`config.mk`:
```
export PLATFORM = sky130hd
export DESIGN_NAME = dmem_store_unit
export DESIGN_NICKNAME = d
export VERILOG_FILES = /design/src/rtl/dmem_store_unit.sv
export SDC_FILE = /design/constraint.sdc
export NUM_CORES = 1
export LEC_CHECK = 0
export CAP_MARGIN = 20
export CORE_AREA = 8 8 195 290
export DETAILED_ROUTE_END_ITERATION = 7
export DIE_AREA = 0 0 203 298
export REMOVE_ABC_BUFFERS = 1
export SLEW_MARGIN = 20
export SYNTH_ARGS = -nofsm -noshare
export SYNTH_HDL_FRONTEND = slang
export SYNTH_SLANG_ARGS = --single-unit
```
`constraint.sdc`:
```
create_clock -name clk -period 1.8 [get_ports clk]
set_input_delay 0.27 -clock clk [delete_from_list [all_inputs] [get_ports clk]]
set_output_delay 0.27 -clock clk [all_outputs]
set_load 0.01 [all_outputs]
```
`src/rtl/dmem_store_unit.sv`:
```
// dmem_store_unit: write-side store buffer for the 16-word data memory.
// Core stores are accepted over a valid/ready handshake into a DEPTH-entry
// FIFO and drained in order through an output register that drives the
// memory WE/A/WD/BE inputs, one write per granted cycle.
// Optional feature macro: STORE_FWD_EN builds store-to-load forwarding;
// without it the fwd_* outputs are tied to zero and no comparators exist.
module dmem_store_unit #(
    parameter int DEPTH = 4,
    parameter int AW    = 32,
    parameter int DW    = 32
) (
    input  logic                         clk,
    input  logic                         rst_n,
    input  logic                         st_valid,
    output logic                         st_ready,
    input  logic [AW-1:0]                st_addr,
    input  logic [DW-1:0]                st_data,
    input  logic [DW/8-1:0]              st_be,
    input  logic                         mem_gnt,
    output logic                         WE,
    output logic [AW-1:0]                A,
    output logic [DW-1:0]                WD,
    output logic [DW/8-1:0]              BE,
    output logic [$clog2(DEPTH+1)-1:0]   count,
    output logic                         empty,
    input  logic [AW-1:0]                fwd_addr,
    output logic                         fwd_hit,
    output logic [DW-1:0]                fwd_data,
    output logic [DW/8-1:0]              fwd_be
);

    localparam int BW  = DW / 8;
    localparam int PW  = (DEPTH > 1) ? $clog2(DEPTH) : 1;
    localparam int CW  = $clog2(DEPTH + 1);
    localparam int WAW = AW - 2;

    localparam logic [CW-1:0] DEPTH_C  = CW'(DEPTH);
    localparam logic [CW-1:0] CNT_ZERO = {CW{1'b0}};
    localparam logic [CW-1:0] CNT_ONE  = CW'(1);
    localparam logic [PW-1:0] PTR_ONE  = PW'(1);

    typedef enum logic [0:0] {
        ST_IDLE  = 1'b0,
        ST_WRITE = 1'b1
    } state_t;

    // FIFO storage keeps only the word address; byte offset is dropped on entry
    logic [WAW-1:0] fifo_addr_r [DEPTH];
    logic [DW-1:0]  fifo_data_r [DEPTH];
    logic [BW-1:0]  fifo_be_r   [DEPTH];

    logic [PW-1:0]  wr_ptr_r;
    logic [PW-1:0]  rd_ptr_r;
    logic [CW-1:0]  count_r;

    state_t         state_r;
    logic           we_r;
    logic [WAW-1:0] a_r;
    logic [DW-1:0]  wd_r;
    logic [BW-1:0]  be_r;

    logic           push_s;
    logic           pop_s;
    logic           unused_s;

    // ready depends on registered occupancy only, so a same-cycle pop never raises it
    assign st_ready = (count_r < DEPTH_C);
    // zero-enable stores complete the handshake but never occupy a slot
    assign push_s   = st_valid && st_ready && (st_be != {BW{1'b0}});
    // head moves into the output register when it is idle or its write completes now
    assign pop_s    = (count_r != CNT_ZERO) && (!we_r || mem_gnt);

    assign WE    = we_r;
    assign A     = {a_r, 2'b00};
    assign WD    = wd_r;
    assign BE    = be_r;
    assign count = count_r;
    assign empty = (count_r == CNT_ZERO) && !we_r;

    // FIFO storage: write accepted stores at the tail
    always_ff @(posedge clk or negedge rst_n) begin
        if (!rst_n) begin
            for (int i = 0; i < DEPTH; i++) begin
                fifo_addr_r[i] <= {WAW{1'b0}};
                fifo_data_r[i] <= {DW{1'b0}};
                fifo_be_r[i]   <= {BW{1'b0}};
            end
        end else if (push_s) begin
            fifo_addr_r[wr_ptr_r] <= st_addr[AW-1:2];
            fifo_data_r[wr_ptr_r] <= st_data;
            fifo_be_r[wr_ptr_r]   <= st_be;
        end
    end

    // FIFO pointers and occupancy; push+pop together leaves count unchanged
    always_ff @(posedge clk or negedge rst_n) begin
        if (!rst_n) begin
            wr_ptr_r <= {PW{1'b0}};
            rd_ptr_r <= {PW{1'b0}};
            count_r  <= CNT_ZERO;
        end else begin
            if (push_s) begin
                wr_ptr_r <= wr_ptr_r + PTR_ONE;
            end
            if (pop_s) begin
                rd_ptr_r <= rd_ptr_r + PTR_ONE;
            end
            case ({push_s, pop_s})
                2'b10:   count_r <= count_r + CNT_ONE;
                2'b01:   count_r <= count_r - CNT_ONE;
                default: count_r <= count_r;
            endcase
        end
    end

    // Write FSM and output register: load head, hold while ungranted, chain back-to-back
    always_ff @(posedge clk or negedge rst_n) begin
        if (!rst_n) begin
            state_r <= ST_IDLE;
            we_r    <= 1'b0;
            a_r     <= {WAW{1'b0}};
            wd_r    <= {DW{1'b0}};
            be_r    <= {BW{1'b0}};
        end else begin
            case (state_r)
                ST_IDLE: begin
                    if (pop_s) begin
                        state_r <= ST_WRITE;
                        we_r    <= 1'b1;
                        a_r     <= fifo_addr_r[rd_ptr_r];
                        wd_r    <= fifo_data_r[rd_ptr_r];
                        be_r    <= fifo_be_r[rd_ptr_r];
                    end
                end
                ST_WRITE: begin
                    if (mem_gnt) begin
                        if (pop_s) begin
                            a_r  <= fifo_addr_r[rd_ptr_r];
                            wd_r <= fifo_data_r[rd_ptr_r];
                            be_r <= fifo_be_r[rd_ptr_r];
                        end else begin
                            state_r <= ST_IDLE;
                            we_r    <= 1'b0;
                        end
                    end
                end
                default: begin
                    state_r <= ST_IDLE;
                    we_r    <= 1'b0;
                end
            endcase
        end
    end

`ifdef STORE_FWD_EN
    logic           fwd_hit_s;
    logic [DW-1:0]  fwd_data_s;
    logic [BW-1:0]  fwd_be_s;

    assign unused_s = ^{st_addr[1:0], fwd_addr[1:0]};

    // Forwarding lookup: scan oldest (output register) to youngest so the last match wins
    always_comb begin
        fwd_hit_s  = 1'b0;
        fwd_data_s = {DW{1'b0}};
        fwd_be_s   = {BW{1'b0}};
        if (we_r && (a_r == fwd_addr[AW-1:2])) begin
            fwd_hit_s  = 1'b1;
            fwd_data_s = wd_r;
            fwd_be_s   = be_r;
        end else begin
            fwd_hit_s  = 1'b0;
        end
        for (int k = 0; k < DEPTH; k++) begin
            if ((CW'(k) < count_r) &&
                (fifo_addr_r[rd_ptr_r + PW'(k)] == fwd_addr[AW-1:2])) begin
                fwd_hit_s  = 1'b1;
                fwd_data_s = fifo_data_r[rd_ptr_r + PW'(k)];
                fwd_be_s   = fifo_be_r[rd_ptr_r + PW'(k)];
            end else begin
                fwd_hit_s  = fwd_hit_s;
            end
        end
    end

    assign fwd_hit  = fwd_hit_s;
    assign fwd_data = fwd_data_s;
    assign fwd_be   = fwd_be_s;
`else
    assign unused_s = ^{st_addr[1:0], fwd_addr};

    assign fwd_hit  = 1'b0;
    assign fwd_data = {DW{1'b0}};
    assign fwd_be   = {BW{1'b0}};
`endif

endmodule
```
==> flow_summary_export.csv, run 1 <==
group,metric,value,unit
status,status,"finished with violations",
status,violations,"setup timing",
clocking,clock_latency,550,ps
floorplanning,die_area,0.0605,mm^2
floorplanning,core,0.0522,mm^2
job,maxCapViolCount,0,
cells_and_area,drive_above_1_share,50.9,%
cells_and_area,area_growth,28.9,%
global_route,grt_pass1_wl,58.9,mm
worst_setup_path,crit_chain,"or3_4 > buf_6 > nor2_1 > buf_2",
worst_setup_path,crit_fanout,3,
cells_and_area,mostFrequentLayoutCell,"dfrtp_1",
sta,rsz0062_at_grt,"true",
logic_synthesis,ys.flop_type,"dfrtp_1",
worst_setup_path,critPathRequiredTime,1530,ps
floorplanning,core.rowCount,103,
clocking,cts-root-buf,"clkbuf_16",
logic_synthesis,syn_inst,865,
sta,maxSlewHeadroom,65.8,%
sta,worstMarginPinSlew,512,ps
sta,fmax,0.518,GHz
worst_setup_path,crit_slowest_cell,"or3_4",
placement,gp_congestion,0.710,
power_and_ir_drop,p_leak,9.34,nW
placement,port_buffers,141,
sta,timing.final.ws_setup,-130,ps
hold_path,min_path_type,"in2reg",
power_and_ir_drop,vdd_drop_max,0.000961,V
worst_setup_path,cp_data_arrival_time,1660,ps
clocking,h-tree-depth,2,
sta,period_needed,1930,ps
logic_synthesis,syn_area_per_cell,17.9,um^2
sta,period_share,107,%
cells_and_area,seqCellArea,0.00849,mm^2
clocking,path_clk_slew,60,ps
detailed_routing,routed_wirelength,37.3,mm
cells_and_area,fillers,4844,
logic_synthesis,async_flop_share,100,%
sta,skew,23.2,ps
logic_synthesis,synth-edff-count,0,
power_and_ir_drop,finalPower,0.0378,W
logic_synthesis,syn_area,0.0155,mm^2
worst_setup_path,critical-path-max-stage-delay,390,ps
clocking,cts_buffers,38,
clocking,cts.path.max_buffers,3,
logic_synthesis,ys_seq_area_share,54.8,%
logic_synthesis,synth-warning-count,0,
cells_and_area,fin_nets,1192,
placement,hpwl,22.9,mm
detailed_routing,drc,0,
sta,fin_hold_ws,242,ps
sta,maxSlewViolCount,0,
floorplanning,die_h,298,um
detailed_routing,wl_per_cell,20.8,um
sta,setup_viol,46,
clocking,cts_num_sinks,339,
floorplanning,io_pins,215,
detailed_routing,drtIter0Drc,262,
global_route,antenna_found_initial,4,
worst_setup_path,path_class,"reg2out",
logic_synthesis,synth_cell_types,27,
detailed_routing,drt_pass1_iterations,4,
power_and_ir_drop,power_density,1890,mW/mm^2
sta,hold_viol_final,0,
detailed_routing,via_per_inst,4.49,
detailed_routing,ant_nets,0,
worst_setup_path,startpoint_type,"flip-flop",
global_route,grt_overflow_total,0,
floorplanning,initial_core_util,29.7,%
logic_synthesis,ys_seq_elements,339,
floorplanning,die_w,203,um
clocking,cts_tree,"built",
cells_and_area,multi_input_comb_area,0.00653,mm^2
worst_setup_path,end_kind,"primary output",
global_route,grt_max_degree,55,
detailed_routing,vias,8052,
global_route,grt_pass1_vias,9471,
global_route,grt_usage,12.4,%
cells_and_area,mostFrequentLayoutCells,"dfrtp_1 (337), mux2_4 (221), mux2_2 (110)",
## area by class of cell
cell class / instances / area share, %
diodes: 4 / 0.0502
clock buffers: 49 / 5.54
clock inverters: 18 / 0.940
inverters: 8 / 0.150
multi-input cells: 467 / 32.7
flip-flops and latches: 339 / 42.5
well taps: 682 / 4.28
repair buffers: 228 / 13.8
## worst paths after layout
check,from,endpoint,slack [ps],cells past startpoint
worst max-delay path,count[0],empty,-130,4
worst min-delay path,st_be[0],fifo_be_r[8],240,3
worst max register to register,count[0],WD[20],-100,8
worst min register to register,fifo_addr_r[59],fifo_addr_r[59],500,1
max in group asynchronous,rst_n,fifo_addr_r[65],820,3
min in group asynchronous,rst_n,fifo_data_r[45],260,2
## metrics by stage
| step | setup TNS [ps] | cells | instance area, um^2 | utilization [%] | worst slack (ps) |
|---|---|---|---|---|---|
| floorplan | -408900 | 814 | 14700 | - | -2230 |
| CTS | -3410 | 1785 | 19800 | 38.0 | -183 |
| detailed placement | -143420 | 1698 | 17900 | 34.3 | -634 |
| finish | -1900 | 1795 | 20000 | 38.2 | -130 |
| global placement | -139930 | 1698 | 17900 | 34.3 | -631 |
| global route | -5180 | 1791 | 19900 | 38.2 | -216 |
## sequential cells by signal, indices dropped and copies added, names as in the netlist
signal and count:
fifo_data_r 128, a_r 30, WE 1, rd_ptr_r 2, fifo_be_r 16, wr_ptr_r 2, fifo_addr_r 120, count 3
BE 4, state_r 1, WD 32
## report_power, final
group / leakage (nW) / internal, W / switching (W)
combinational: 4.62 / 0.0108 / 0.00525
clock: 0.636 / 0.00479 / 0.00324
sequential: 4.08 / 0.0116 / 0.00217
## repair_timing
action                                 4_1_cts  5_1_grt
endpoints found under the hold margin       42        0
gates resized for setup                    113       24
hold buffers                                 1        0
cloned                                       8        4
setup endpoints to repair                   80      105
pin swaps                                    7        3
buffers inserted                            12        7
## cell usage after synthesis (2+ instances only)
library cell  number  share of area [%]
dfrtp_1          339                 55
mux2_2           171                 12
mux2_4           160                 16
mux4_2            66                9.6
buf_4             53                2.6
buf_12            20                2.6
inv_1              8               0.19
buf_2              7               0.23
clkbuf_1           7               0.17
ha_1               5               0.40
nand3_2            4               0.26
xnor2_1            4               0.23
nor2_1             3              0.073
a21oi_1            2              0.065
buf_6              2               0.15
nand2_1            2              0.049
xor2_1             2               0.11
## critical path: cells and delay by family, from the launching register on
kind | cells | cell delay, ps
and+or+nand+nor | 2 | 460
DFF | 1 | 380
buffers and inverters | 2 | 270
## logic make-up (layout without fill, tap and decap cells)
logic type | count (synthesis) | after routing | synth area share [%]
flops | 339 | 339 | 54.8
mux | 398 | 398 | 37.6
compound gates | 6 | 6 | 0.243
buf+inv | 97 | 303 | 5.89
other cells | 1 | 43 | 0.0242
xor+xnor | 6 | 6 | 0.339
simple gates | 12 | 12 | 0.542
fa+ha+maj | 6 | 6 | 0.533
## routing by layer
metal	vias to the layer above	part of all wire [%]	GRT usage (%)
met5	-	0.035	0
met4	2	2.2	3.56
met3	49	4.7	2.81
met2	153	50	21.3
met1	4330	43	15.4
li1	3518	-	-
(Power assumes the default switching activity.)
==> inputs of run 2 (changes only) <==
CORE_AREA = 8 8 237 239   (was 8 8 195 290)
DIE_AREA = 0 0 245 247   (was 0 0 203 298)
REMOVE_ABC_BUFFERS = default   (was 1)
==> flow_summary_export.csv, run 2 (synthesis gave the netlist of run 1 again) <==
group,metric,value,unit
floorplanning,die_h,247,um
detailed_routing,vias,7981,
cells_and_area,largest_reg_flops,128,
floorplanning,die_area,0.0605,mm^2
sta,maxSlewViolCount,0,
clocking,cts.path.max_buffers,3,
worst_setup_path,crit_slowest_cell,"or3_4",
floorplanning,io_pins,215,
power_and_ir_drop,switching_share,27.9,%
sta,fmax,0.508,GHz
global_route,grt_overflow_total,0,
worst_setup_path,end_kind,"flip-flop",
worst_setup_path,crit_family,"buffers and inverters",
cells_and_area,fin_nets,1187,
power_and_ir_drop,power_density,1870,mW/mm^2
cells_and_area,fin_cells,1792,
placement,port_buffers,141,
sta,period_share,109,%
clocking,clock_latency,550,ps
clocking,cts_tree,"built",
sta,period_needed,1970,ps
cells_and_area,mostFrequentLayoutCells,"dfrtp_1 (337), mux2_4 (190), mux2_2 (141)",
worst_setup_path,crit_chain,"or3_4 > buf_6 > buf_4 > o21ai_4 > buf_12 > buf_12 > mux2_2",
cells_and_area,drive_above_1_share,50.1,%
sta,maxSlewHeadroom,65.0,%
floorplanning,initial_core_util,29.6,%
worst_setup_path,cp_data_arrival_time,2400,ps
hold_path,min_path_type,"in2async",
cells_and_area,mostFrequentLayoutCell,"dfrtp_1",
worst_setup_path,critical-path-max-stage-delay,410,ps
clocking,cts_buffers,40,
detailed_routing,routed_wirelength,36.7,mm
clocking,h-tree-depth,2,
clocking,path_clk_slew,60,ps
status,status,"finished with violations",
power_and_ir_drop,p_int,0.0268,W
cells_and_area,area_growth,28.3,%
placement,hpwl,23.6,mm
clocking,cts_num_sinks,339,
clocking,cts-root-buf,"clkbuf_16",
worst_setup_path,cp.depth,7,
worst_setup_path,r2r_slack,-170,ps
cells_and_area,multi_input_comb_area,0.00644,mm^2
sta,skew,18.7,ps
sta,rsz0062_at_grt,"true",
global_route,antenna_found_initial,3,
worst_setup_path,cp_common_cell,"buf_12",
cells_and_area,fin_util,38.0,%
global_route,grt_max_degree,97,
job,maxCapViolCount,0,
sta,setup_viol,68,
placement,dp.cells,1697,
status,violations,"setup timing",
floorplanning,die_w,245,um
placement,gp_congestion,0.677,
power_and_ir_drop,p_seq_share,36.8,%
detailed_routing,drt_pass1_iterations,4,
global_route,grt_pass1_wl,58.1,mm
sta,hold_viol_final,0,
worst_setup_path,critPathBufInv,4,
worst_setup_path,crit_fanout,17,
detailed_routing,drc,0,
power_and_ir_drop,clkPwrFrac,21.8,%
floorplanning,core,0.0522,mm^2
power_and_ir_drop,vdd_drop_max,0.000670,V
worst_setup_path,path_class,"reg2reg",
power_and_ir_drop,p_leak,9.14,nW
detailed_routing,drtIter0Drc,248,
power_and_ir_drop,comb_power_share,41.4,%
cells_and_area,top_register,"fifo_data_r",
sta,worstMarginPinSlew,525,ps
sta,timing.final.ws_setup,-167,ps
power_and_ir_drop,switching_power,0.0104,W
worst_setup_path,startpoint_type,"flip-flop",
worst_setup_path,critPathRequiredTime,2230,ps
detailed_routing,wl_per_cell,20.5,um
detailed_routing,ant_nets,0,
cells_and_area,fillers,4765,
worst_setup_path,r2r_cells,7,
global_route,grt_pass1_vias,9100,
detailed_routing,via_per_inst,4.45,
floorplanning,core.rowCount,84,
global_route,grt_usage,12.3,%
cells_and_area,seqCellArea,0.00849,mm^2
run 2: worst paths after layout:
check / from / end
setup / recovery: count[0] / WD[25]
hold / removal: rst_n / fifo_data_r[111]
setup reg to reg: count[0] / WD[25]
hold reg to reg: fifo_data_r[4] / fifo_data_r[4]
max in group asynchronous: rst_n / fifo_addr_r[70]
min in group clk: st_be[0] / fifo_be_r[4]
run 2: per-layer routing:
| layer | track usage [%] | share of wire, % | up-vias |
|---|---|---|---|
| met5 | 0 | 0.074 | - |
| met4 | 3.40 | 1.7 | 4 |
| met3 | 3.54 | 5.4 | 45 |
| met2 | 19.1 | 46 | 138 |
| met1 | 16.7 | 47 | 4280 |
| li1 | - | - | 3514 |
run 2: cell type report:
class / count / area share [%]
Clock buffer: 58 / 5.95
Multi-Input combinational cell: 468 / 32.4
Antenna cell: 1 / 0.0126
Sequential cell: 339 / 42.7
Inverter: 8 / 0.151
Timing Repair Buffer: 220 / 13.7
Tap cell: 688 / 4.33
Clock inverter: 10 / 0.699
run 2: power groups by stage:
stage                     logic, W  clock network, W  registers [W]
final                       0.0154           0.00812         0.0137
after global routing        0.0166           0.00871         0.0142
after CTS                   0.0155           0.00842         0.0137
after detailed placement    0.0148                 0         0.0138
after global placement      0.0146                 0         0.0136
after floorplan             0.0103                 0         0.0134
run 2: timing repair:
item | in CTS | in global routing
endpoints found under the setup margin | 326 | 116
endpoints found under the hold margin | 277 | 0
hold buffers | 1 | 0
pin swaps | 5 | 5
gates resized for setup | 62 | 25
setup buffers | 12 | 0
gates cloned | 12 | 1
run 2: stage by stage:
stage          hold slack (ps)  setup slack [ps]  power [W]  TNS [ps]  area (um^2)
2_1_floorplan            -25.6             -91.0     0.0237      -108        15700
3_3_place_gp               124              -686     0.0282   -168420        17900
3_5_place_dp               125              -707     0.0286   -176110        17900
4_1_cts                    113              -202     0.0377    -10010        19800
5_1_grt                    136              -218     0.0395    -11510        19900
6_report                   146              -167     0.0372     -8620        19900
==> inputs of run 3 (changes only) <==
CORE_AREA = 8 8 206 208   (was 8 8 237 239)
DIE_AREA = 0 0 214 216   (was 0 0 245 247)
==> flow_summary_export.csv, run 3 (synthesis gave the netlist of run 1 again) <==
group,metric,value,unit
global_route,grt_usage,14.9,%
worst_setup_path,crit_fanout,2,
worst_setup_path,cp-startpoint,"count[1]",
detailed_routing,routed_wirelength,34.8,mm
floorplanning,die_w,214,um
floorplanning,io_pins,215,
floorplanning,die_h,216,um
global_route,grt_overflow_total,0,
sta,skew,18.7,ps
cells_and_area,fin_nets,1184,
detailed_routing,ant_nets,0,
clocking,cts_tree,"built",
global_route,grt_max_degree,59,
detailed_routing,vias,8016,
worst_setup_path,crit_slowest_cell,"or3_4",
clocking,clock_latency,540,ps
cells_and_area,largest_reg_flops,128,
worst_setup_path,path_class,"reg2reg",
power_and_ir_drop,vdd_drop_max,0.000903,V
worst_setup_path,startpoint_type,"flip-flop",
hold_path,min_path_type,"in2reg",
placement,gp_congestion,0.705,
job,maxCapViolCount,0,
detailed_routing,drc,0,
floorplanning,initial_core_util,39.5,%
detailed_routing,wl_per_cell,21.4,um
worst_setup_path,cp_data_arrival_time,2360,ps
placement,port_buffers,141,
sta,worstMarginPinSlew,537,ps
worst_setup_path,critical-path-max-stage-delay,410,ps
sta,maxSlewHeadroom,64.2,%
cells_and_area,mostFrequentLayoutCells,"dfrtp_1 (337), mux2_4 (204), mux2_2 (127)",
sta,hold_viol_final,0,
cells_and_area,drive_above_1_share,49.6,%
clocking,cts_buffers,38,
clocking,cts-root-buf,"clkbuf_16",
clocking,cts_num_sinks,339,
cells_and_area,finalInstanceArea,0.0195,mm^2
detailed_routing,drtIter0Drc,349,
status,violations,"setup timing",
worst_setup_path,crit_chain,"or3_4 > buf_6 > a21boi_4 > ha_4 > inv_2 > fa_2 > mux2i_1",
sta,maxSlewViolCount,0,
hold_path,min_from,"st_be[3]",
global_route,grt_pass1_wl,54.7,mm
cells_and_area,mostFrequentLayoutCell,"dfrtp_1",
placement,placed_cell_area,0.0176,mm^2
global_route,antenna_found_initial,2,
cells_and_area,fin_util,49.7,%
worst_setup_path,r2r_start,"count[1]",
sta,fmax,0.521,GHz
cells_and_area,top_register,"fifo_data_r",
power_and_ir_drop,p_leak,9.09,nW
sta,rsz0062_at_grt,"true",
detailed_routing,via_per_inst,4.93,
sta,timing.final.ws_setup,-120,ps
power_and_ir_drop,power_density,1880,mW/mm^2
cells_and_area,area_growth,25.7,%
detailed_routing,drt_pass1_iterations,4,
global_route,grt_pass1_vias,9086,
clocking,cts.path.max_buffers,3,
floorplanning,die_area,0.0462,mm^2
floorplanning,core,0.0392,mm^2
clocking,path_clk_slew,60,ps
worst_setup_path,end_kind,"flip-flop",
placement,hpwl,20.9,mm
sta,fin_hold_ws,160,ps
clocking,h-tree-depth,2,
cells_and_area,antenna_cells,0,
worst_setup_path,critPathRequiredTime,2240,ps
sta,setup_viol,69,
sta,period_share,107,%
sta,period_needed,1920,ps
status,status,"finished with violations",
floorplanning,core.rowCount,73,
[run 3: worst max-delay path: cells and delay by family, from the launching register on]
kind | cells | cell delay, ps
fa+ha+maj | 2 | 570
compound gates | 1 | 140
buf+inv | 2 | 180
mux | 1 | 150
simple gates | 1 | 410
flops | 1 | 380
[run 3: routing by layer]
| metal | vias to the layer above | track usage (%) | routed length, um |
|---|---|---|---|
| li1 | 3512 | - | - |
| met4 | 2 | 4.26 | 548 |
| met3 | 43 | 3.48 | 1420 |
| met2 | 157 | 23.2 | 16300 |
| met1 | 4302 | 20.6 | 16500 |
| met5 | - | 0 | 13 |
[run 3: path summary, 6_finish.rpt]
check	endpoint	slack (ps)	cells after the start
min	fifo_be_r[3]	160	3
max	count[1]	-120	7
max reg2reg	count[1]	-120	7
min in group asynchronous	a_r[20]	270	2
min reg2reg	fifo_be_r[1]	500	1
max in group asynchronous	BE[2]	810	3
[run 3: through the flow]
stage	setup WS, ps	std cells	setup TNS [ps]	total power, W
2_1_floorplan	-91.0	903	-108	0.0237
3_3_place_gp	-738	1535	-148050	0.0279
3_5_place_dp	-762	1535	-151210	0.0282
4_1_cts	-175	1612	-6200	0.0364
5_1_grt	-197	1626	-9340	0.0388
6_report	-120	1626	-5110	0.0366
[run 3: area by class of cell]
cell class / instances / area, um^2
clock buffers: 60 / 1160
clock inverters: 7 / 62.6
fillers: 3285 / 19700
inverters: 8 / 30.0
multi-input cells: 467 / 6470
flip-flops and latches: 339 / 8490
well taps: 525 / 657
repair buffers: 220 / 2590
[run 3: where the power goes]
part,leakage [nW],internal [W],switching [W]
Sequential,4.08,0.0116,0.00211
Clock,0.598,0.00455,0.00305
Combinational,4.41,0.0103,0.00505
Total,9.09,0.0264,0.0102
[run 3: what timing repair did]
item / in CTS / in global routing
gates cloned: 2 / 8
setup buffers: 7 / 6
resized for setup: 33 / 48
setup endpoints to repair: 242 / 245
pin swaps: 4 / 1
hold buffers: 1 / 0
endpoints found under the hold margin: 39 / 0
